[config.mk]
export PLATFORM = sky130hd
export DESIGN_NAME = module_light_scheduler
export DESIGN_NICKNAME = d
export VERILOG_FILES = /design/src/rtl/module_light_scheduler.sv
export SDC_FILE = /design/constraint.sdc
export NUM_CORES = 1
export LEC_CHECK = 0
export ABC_CLOCK_PERIOD_IN_PS = 3100
export BUFFER_PORTS_ARGS = -buffer_cell sky130_fd_sc_hd__buf_4
export CAP_MARGIN = 20
export CELL_PAD_IN_SITES_DETAIL_PLACEMENT = 1
export CELL_PAD_IN_SITES_GLOBAL_PLACEMENT = 2
export CORE_MARGIN = 10
export CORE_UTILIZATION = 40
export CTS_CLUSTER_SIZE = 10
export DETAILED_ROUTE_END_ITERATION = 8
export PLACE_DENSITY_LB_ADDON = 0.08
export SYNTH_ARGS = -nofsm -noshare
export SYNTH_HDL_FRONTEND = slang
export SYNTH_SLANG_ARGS = --single-unit
[constraint.sdc]
create_clock -name clk_pi -period 3.1 [get_ports clk_pi]
set_input_delay 0.31 -clock clk_pi [delete_from_list [all_inputs] [get_ports clk_pi]]
set_output_delay 0.31 -clock clk_pi [all_outputs]
set_load 0.05 [all_outputs]
[src/rtl/module_light_scheduler.sv]
// Two-button light scheduler: sync + debounce per button, round-robin grant
// of pending presses, and an OFF/ON power/scene FSM with an idle auto-off timer.
module module_light_scheduler #(
  parameter int DEBOUNCE_CYCLES = 8,
  parameter int TIMEOUT_CYCLES  = 20000
) (
  input  logic       clk_pi,
  input  logic       rst_pi,
  input  logic       p1_pi,
  input  logic       p2_pi,
  output logic [2:0] b_po,
  output logic       on_po,
  output logic [1:0] grant_po
);

  localparam int DW = $clog2(DEBOUNCE_CYCLES + 1);
  localparam int TW = $clog2(TIMEOUT_CYCLES + 1);
  localparam logic [DW-1:0] DEB_LAST = DW'(DEBOUNCE_CYCLES - 1);
  localparam logic [TW-1:0] TMO_LOAD = TW'(TIMEOUT_CYCLES - 1);

  typedef enum logic {
    ST_OFF = 1'b0,
    ST_ON  = 1'b1
  } state_t;

  // Index 0 = p1 (power), index 1 = p2 (scene)
  logic [1:0]    sync1_q, sync2_q;
  logic [1:0]    stable_q, stable_d;
  logic [1:0]    stable_prev_q;
  logic [DW-1:0] cnt_q [2];
  logic [DW-1:0] cnt_d [2];
  logic [1:0]    press;

  logic [1:0]    pend_q, pend_d;
  logic          rr_last_q, rr_last_d;   // 0 = p1 won last tie, 1 = p2
  logic [1:0]    grant;

  state_t        state_q, state_d;
  logic [1:0]    scene_q, scene_d;
  logic [TW-1:0] timer_q, timer_d;
  logic [2:0]    b_q, b_d;
  logic          on_q, on_d;

  function automatic logic [2:0] scene_pattern(input logic [1:0] idx);
    case (idx)
      2'd0:    scene_pattern = 3'b001;
      2'd1:    scene_pattern = 3'b011;
      default: scene_pattern = 3'b111;
    endcase
  endfunction

  // Debounce: a level change is accepted after DEBOUNCE_CYCLES consecutive differing samples
  always_comb begin
    for (int i = 0; i < 2; i++) begin
      cnt_d[i]    = '0;
      stable_d[i] = stable_q[i];
      if (sync2_q[i] != stable_q[i]) begin
        if (cnt_q[i] == DEB_LAST) begin
          stable_d[i] = sync2_q[i];
        end else begin
          cnt_d[i] = cnt_q[i] + 1'b1;
        end
      end
    end
    press = stable_q & ~stable_prev_q;
  end

  // Arbiter: single pending wins outright; on a tie the requester that did not win the last tie is served
  always_comb begin
    grant     = 2'b00;
    rr_last_d = rr_last_q;
    case (pend_q)
      2'b01: grant = 2'b01;
      2'b10: grant = 2'b10;
      2'b11: begin
        if (rr_last_q) begin
          grant     = 2'b01;
          rr_last_d = 1'b0;
        end else begin
          grant     = 2'b10;
          rr_last_d = 1'b1;
        end
      end
      default: grant = 2'b00;
    endcase
    pend_d = (pend_q & ~grant) | press;
  end

  // Power/scene FSM with idle timer; a grant in the expiry cycle takes priority over timeout
  always_comb begin
    state_d = state_q;
    scene_d = scene_q;
    timer_d = timer_q;
    case (state_q)
      ST_OFF: begin
        timer_d = '0;
        if (grant[0]) begin
          state_d = ST_ON;
          timer_d = TMO_LOAD;
        end
      end
      ST_ON: begin
        if (grant[0]) begin
          state_d = ST_OFF;
          timer_d = '0;
        end else if (grant[1]) begin
          scene_d = (scene_q == 2'd2) ? 2'd0 : scene_q + 2'd1;
          timer_d = TMO_LOAD;
        end else if (timer_q == '0) begin
          state_d = ST_OFF;
        end else begin
          timer_d = timer_q - 1'b1;
        end
      end
      default: state_d = ST_OFF;
    endcase
    on_d = (state_d == ST_ON);
    b_d  = on_d ? scene_pattern(scene_d) : 3'b000;
  end

  // State registers
  always_ff @(posedge clk_pi) begin
    if (rst_pi) begin
      sync1_q       <= '0;
      sync2_q       <= '0;
      stable_q      <= '0;
      stable_prev_q <= '0;
      cnt_q[0]      <= '0;
      cnt_q[1]      <= '0;
      pend_q        <= '0;
      rr_last_q     <= 1'b1;
      state_q       <= ST_OFF;
      scene_q       <= '0;
      timer_q       <= '0;
      b_q           <= '0;
      on_q          <= 1'b0;
    end else begin
      sync1_q       <= {p2_pi, p1_pi};
      sync2_q       <= sync1_q;
      stable_q      <= stable_d;
      stable_prev_q <= stable_q;
      cnt_q[0]      <= cnt_d[0];
      cnt_q[1]      <= cnt_d[1];
      pend_q        <= pend_d;
      rr_last_q     <= rr_last_d;
      state_q       <= state_d;
      scene_q       <= scene_d;
      timer_q       <= timer_d;
      b_q           <= b_d;
      on_q          <= on_d;
    end
  end

  assign b_po     = b_q;
  assign on_po    = on_q;
  assign grant_po = grant;

endmodule

* Word level (Yosys, flattened, before mapping) *
Memories as Yosys holds them, arrays and structs flattened.
Index checks and enable logic that the tools add are counted.

storage, ports and cells
  bits in writable memories = 8
  bits of input ports = 4
  memories kept = 1
  output and inout bits = 6
  register bits = 32

operators by class
  muxes and demuxes = 27
  add/sub/neg operators = 4
  equal/unequal tests = 10
  bitwise operators = 9
  reductions and logical operators = 5

memories
  name   words  bits a word  read ports  clocked after memory_dff  write ports  RTL line  text
  cnt_q  2      4            2           0                         2            30        logic [DW-1:0] cnt_q [2];

operator list
  operator                                                              number
  15-bit 2-to-1 mux                                                     4
  15-bit one-hot mux with 2 select lines                                1
  4-bit 2-to-1 mux                                                      6
  15-bit logical NOT                                                    1
  15-bit by 1-bit subtractor with 15-bit output, second input constant  1
  2-bit 2-to-1 mux                                                      5
  4-bit by 1-bit adder with 4-bit output, second input constant         2
  4-bit by 3-bit == test with 1-bit output, second input constant       2
  1-bit 2-to-1 mux                                                      8
  2-bit == test, second input constant                                  3
  2-bit one-hot mux with 3 select lines                                 1
  3-bit one-hot mux with 2 select lines                                 1
  2-bit AND                                                             2
  2-bit by 1-bit == test with 1-bit output, second input constant       2
  4-bit inequality test, second input constant                          1
  2-bit NOT                                                             2
  2-bit AND reduction                                                   2
  2-bit by 1-bit adder with 2-bit output, second input constant         1
  2-bit logical NOT                                                     1
  1-bit inequality test                                                 2
  1-bit NOT                                                             2
  1-bit bitwise OR                                                      2
  2-bit bitwise OR                                                      1
  1-bit one-hot mux with 2 select lines                                 1
  2-bit OR reduction                                                    1

* Depth between registers and ports, before layout *
  depth in word-level cells = 7
  mapped depth = 6
  gate-level depth less buffers = 6

* Worst setup path before layout *
OpenSTA, ideal clock, no wires.

  path kind = register to register
  start point = reg, netlist name on_po
  end point = reg timer_q[6]
  library setup time = 70 ps
  slack = 1462 ps
  clock period less this slack = 1638 ps
  buffers on the path = 1
  required time = 3030 ps
  stages on the path, launching flop included = 6
  data arrival time = 1568 ps
  cells stage by stage = dfxtp_1 > buf_2 > or3b_1 > nor2_1 > nand2_1 > a21oi_1

RTL lines
  what                    RTL line  text
  end signal: assignment  148       timer_q <= timer_d;
  end: declaration        40        logic [TW-1:0] timer_q, timer_d;

* Worst setup path after layout *
  start point = reg timer_q[0]
  end point = reg timer_q[3]

on the way
  longest elaborated chain between the ends = 5
  elaborated cells on any way between the ends = 7

RTL lines
  what                                           RTL line  text
  15-bit by 1-bit subtractor with 15-bit output  112       timer_d = timer_q - 1'b1;
  15-bit 2-to-1 mux                              109       end else if (timer_q == '0) begin
  15-bit 2-to-1 mux                              106       end else if (grant[1]) begin
  15-bit 2-to-1 mux                              103       if (grant[0]) begin
  15-bit one-hot mux with 2 select lines         94        case (state_q)

Several ways; a longest one is shown, not always the timed one. The select of a mux whose other input is x is not followed.
A chain may end at the register's enable or synchronous reset.

==> qor.txt <==
status -> finished, final reports clean
Final Max Tran Viols -> 0
Core Footprint -> 4060 µm²
Setup Buffers After CTS -> 0
Rel. slew slack -> 57.7%
final hold vios -> 0
Unique masters post-synth -> 41
# rows -> 23
crit path DAT -> 1920 ps
Fillers -> 462
vias -> 1228
Register Area -> 801 µm²
CTS buffer count -> 5
worst skew pair latency -> 290 ps
die height -> 85.2 µm
initial core utilization -> 41.9%
TNS Setup -> 0 ps
Multi-input gate area -> 851 µm²
CTS tree -> done
Main synth FF type -> dfxtp_1
commonest non-fill, non-tap cell in the layout -> dfxtp_1
VDD IR max -> 0.000262 V
Avg Cell Area, Syn -> 9.61 µm²
Fmax -> 0.563 GHz
synthesized cell area -> 1700 µm²
drt via density -> 5.12
Post-synth EDFFs -> 0
final setup vio count -> 0
Syn. warnings -> 0
ANT nets after route -> 0
number of synthesized register bits -> 40
H-Tree Depth -> 2
critical path startpoint category -> register
gr ovfl total -> 0
worst path required time -> 3240 ps
hold_buf cts -> 0
# resized after CTS -> 0
clock tree buffer depth -> 2
largest net degree at the start of global routing -> 20
async set-reset flop share out of synthesis -> 0%
crit path max fanout -> 8
Setup WS post-layout -> 1320 ps
sequential-to-total area share from yosys stat -> 47.1%
clock transition at the registers of the reported paths -> 80 ps
clk_skew -> 8.66 ps
PwrDens -> 451 nW/µm²
Total GRT Usage -> 9.63%
I/O pin total -> 10
most frequent cells in the layout -> dfxtp_1 (40), nor2_1 (23), a21oi_1 (14)
post-layout minimum cycle time -> 1780 ps
port bufs -> 9
Die X -> 85.2 µm
max_cap viols -> 0
RSZ-0062 raised after global routing -> no
syn_nets -> 184
worst-margin pin slew -> 629 ps
first-pass GRT wire length -> 5.74 mm
Antenna Cells -> 0
Cells after Synth -> 177
Final Wtd Congestion -> 0.787
total wire length -> 3.23 mm
Hold WC Path Type -> input pin to register
drc violations -> 0
vias in the first global route -> 1280
period utilization -> 57.3%
DP Cell Count -> 233
ratio of cells with drive above 1 in the final layout -> 15.8%
root buffer cell -> clkbuf_8
TritonRoute pass-1 iters -> 4
drt wl/cell -> 13.5 µm
CP Class -> register to register
initial antenna violation count -> 0
Pleak -> 0.839 nW
die area -> 7260 µm²
Finished Layout Cells -> 240
endpoint class of the critical path -> register
drt initial violations -> 70
Sinks on Clock Net -> 40
Layout Area Growth over Synthesis -> 11.7%
hpwl dp -> 2.44 mm
Nets -> 197
post-place setup slack -> 1320 ps
[worst max-delay path: stages, from the launching register on]
cell and delay, ps:
dfxtp_1 350, inv_1 70, ha_1 180, nor3b_4 400
nand4_4 210, o221ai_4 330, a21oi_1 80
[layer usage]
layer	up-vias	track usage (%)	routed length [µm]
met3	7	3.54	136
met2	14	15.5	1510
met5	-	0	0
li1	629	-	-
met1	578	11.1	1530
met4	0	4.49	60
[synth_stat cells (2+ instances only)]
cell type	count	area share (%)
clkbuf_1	2	0.44
nand4b_1	2	1.0
and2b_1	2	0.88
nand3_1	6	1.8
mux2i_1	4	2.4
nand4_1	2	0.74
nor3_1	4	1.2
inv_2	3	0.66
ha_1	3	2.2
xor2_1	9	4.6
and3_1	2	0.74
nor2b_1	6	2.2
a21oi_1	14	4.1
nand2b_1	2	0.74
xnor2_1	8	4.1
o21ai_0	3	0.88
inv_1	7	1.5
nand2_1	12	2.6
dfxtp_1	40	47
nand3b_1	2	0.88
nor4_2	2	1.5
nor2_1	23	5.1
[report_power, final]
| part | switching [mW] | internal, mW |
|---|---|---|
| Sequential | 0.00158 | 0.517 |
| Combinational | 0.00695 | 0.00535 |
| Clock | 0.175 | 0.152 |
[final timing paths]
| path | start | endpoint | slack [ps] | depth (start not counted) |
|---|---|---|---|---|
| worst min-delay path | p1_pi | sync1_q[0]$_SDFF_PP0_ | 230 | 2 |
| worst min register to register | sync1_q[1]$_SDFF_PP0_ | sync2_q[1]$_SDFF_PP0_ | 450 | 1 |
| worst max-delay path | timer_q[0]$_SDFFE_PP0P_ | timer_q[3]$_SDFFE_PP0P_ | 1320 | 6 |
| worst max register to register | timer_q[0]$_SDFFE_PP0P_ | timer_q[3]$_SDFFE_PP0P_ | 1320 | 6 |
[final cells by class]
class	instances	area share, %
sequential	40	42.1
clock inverter	2	0.658
tap	50	3.29
timing repair buffer	9	3.55
clock buffer	5	3.62
inverter	10	1.97
multi-input combinational	124	44.8
[sequential cells by signal (all words and copies together) (netlist names)]
name and cells:
sync2_q 2, pend_q 2, on_po 1, stable_prev_q 2
cnt_q 8, rr_last_q 1, scene_q 2, stable_q 2
sync1_q 2, b_po 3, timer_q 15
[per-stage QoR]
stage	hold slack (ps)	area (µm²)	power, mW	utilization, %
after detailed placement	437	1820	0.543	44.8
after CTS	219	1900	0.871	46.8
after floorplan	414	1700	0.538	-
final	226	1900	0.858	46.8
after global placement	428	1820	0.542	44.8
after global routing	226	1900	0.895	46.8
[kinds of logic (layout without fill, tap and decap cells)]
group	Yosys count	count (layout)	share of synthesized area [%]
compound gates	26	26	10.4
xor+xnor	17	17	8.75
fa+ha+maj	3	3	2.21
flops	40	40	47.1
simple gates	74	74	26.3
buf+inv	13	26	2.94
mux	4	4	2.35
No activity file was read; power rests on OpenSTA's default activity.
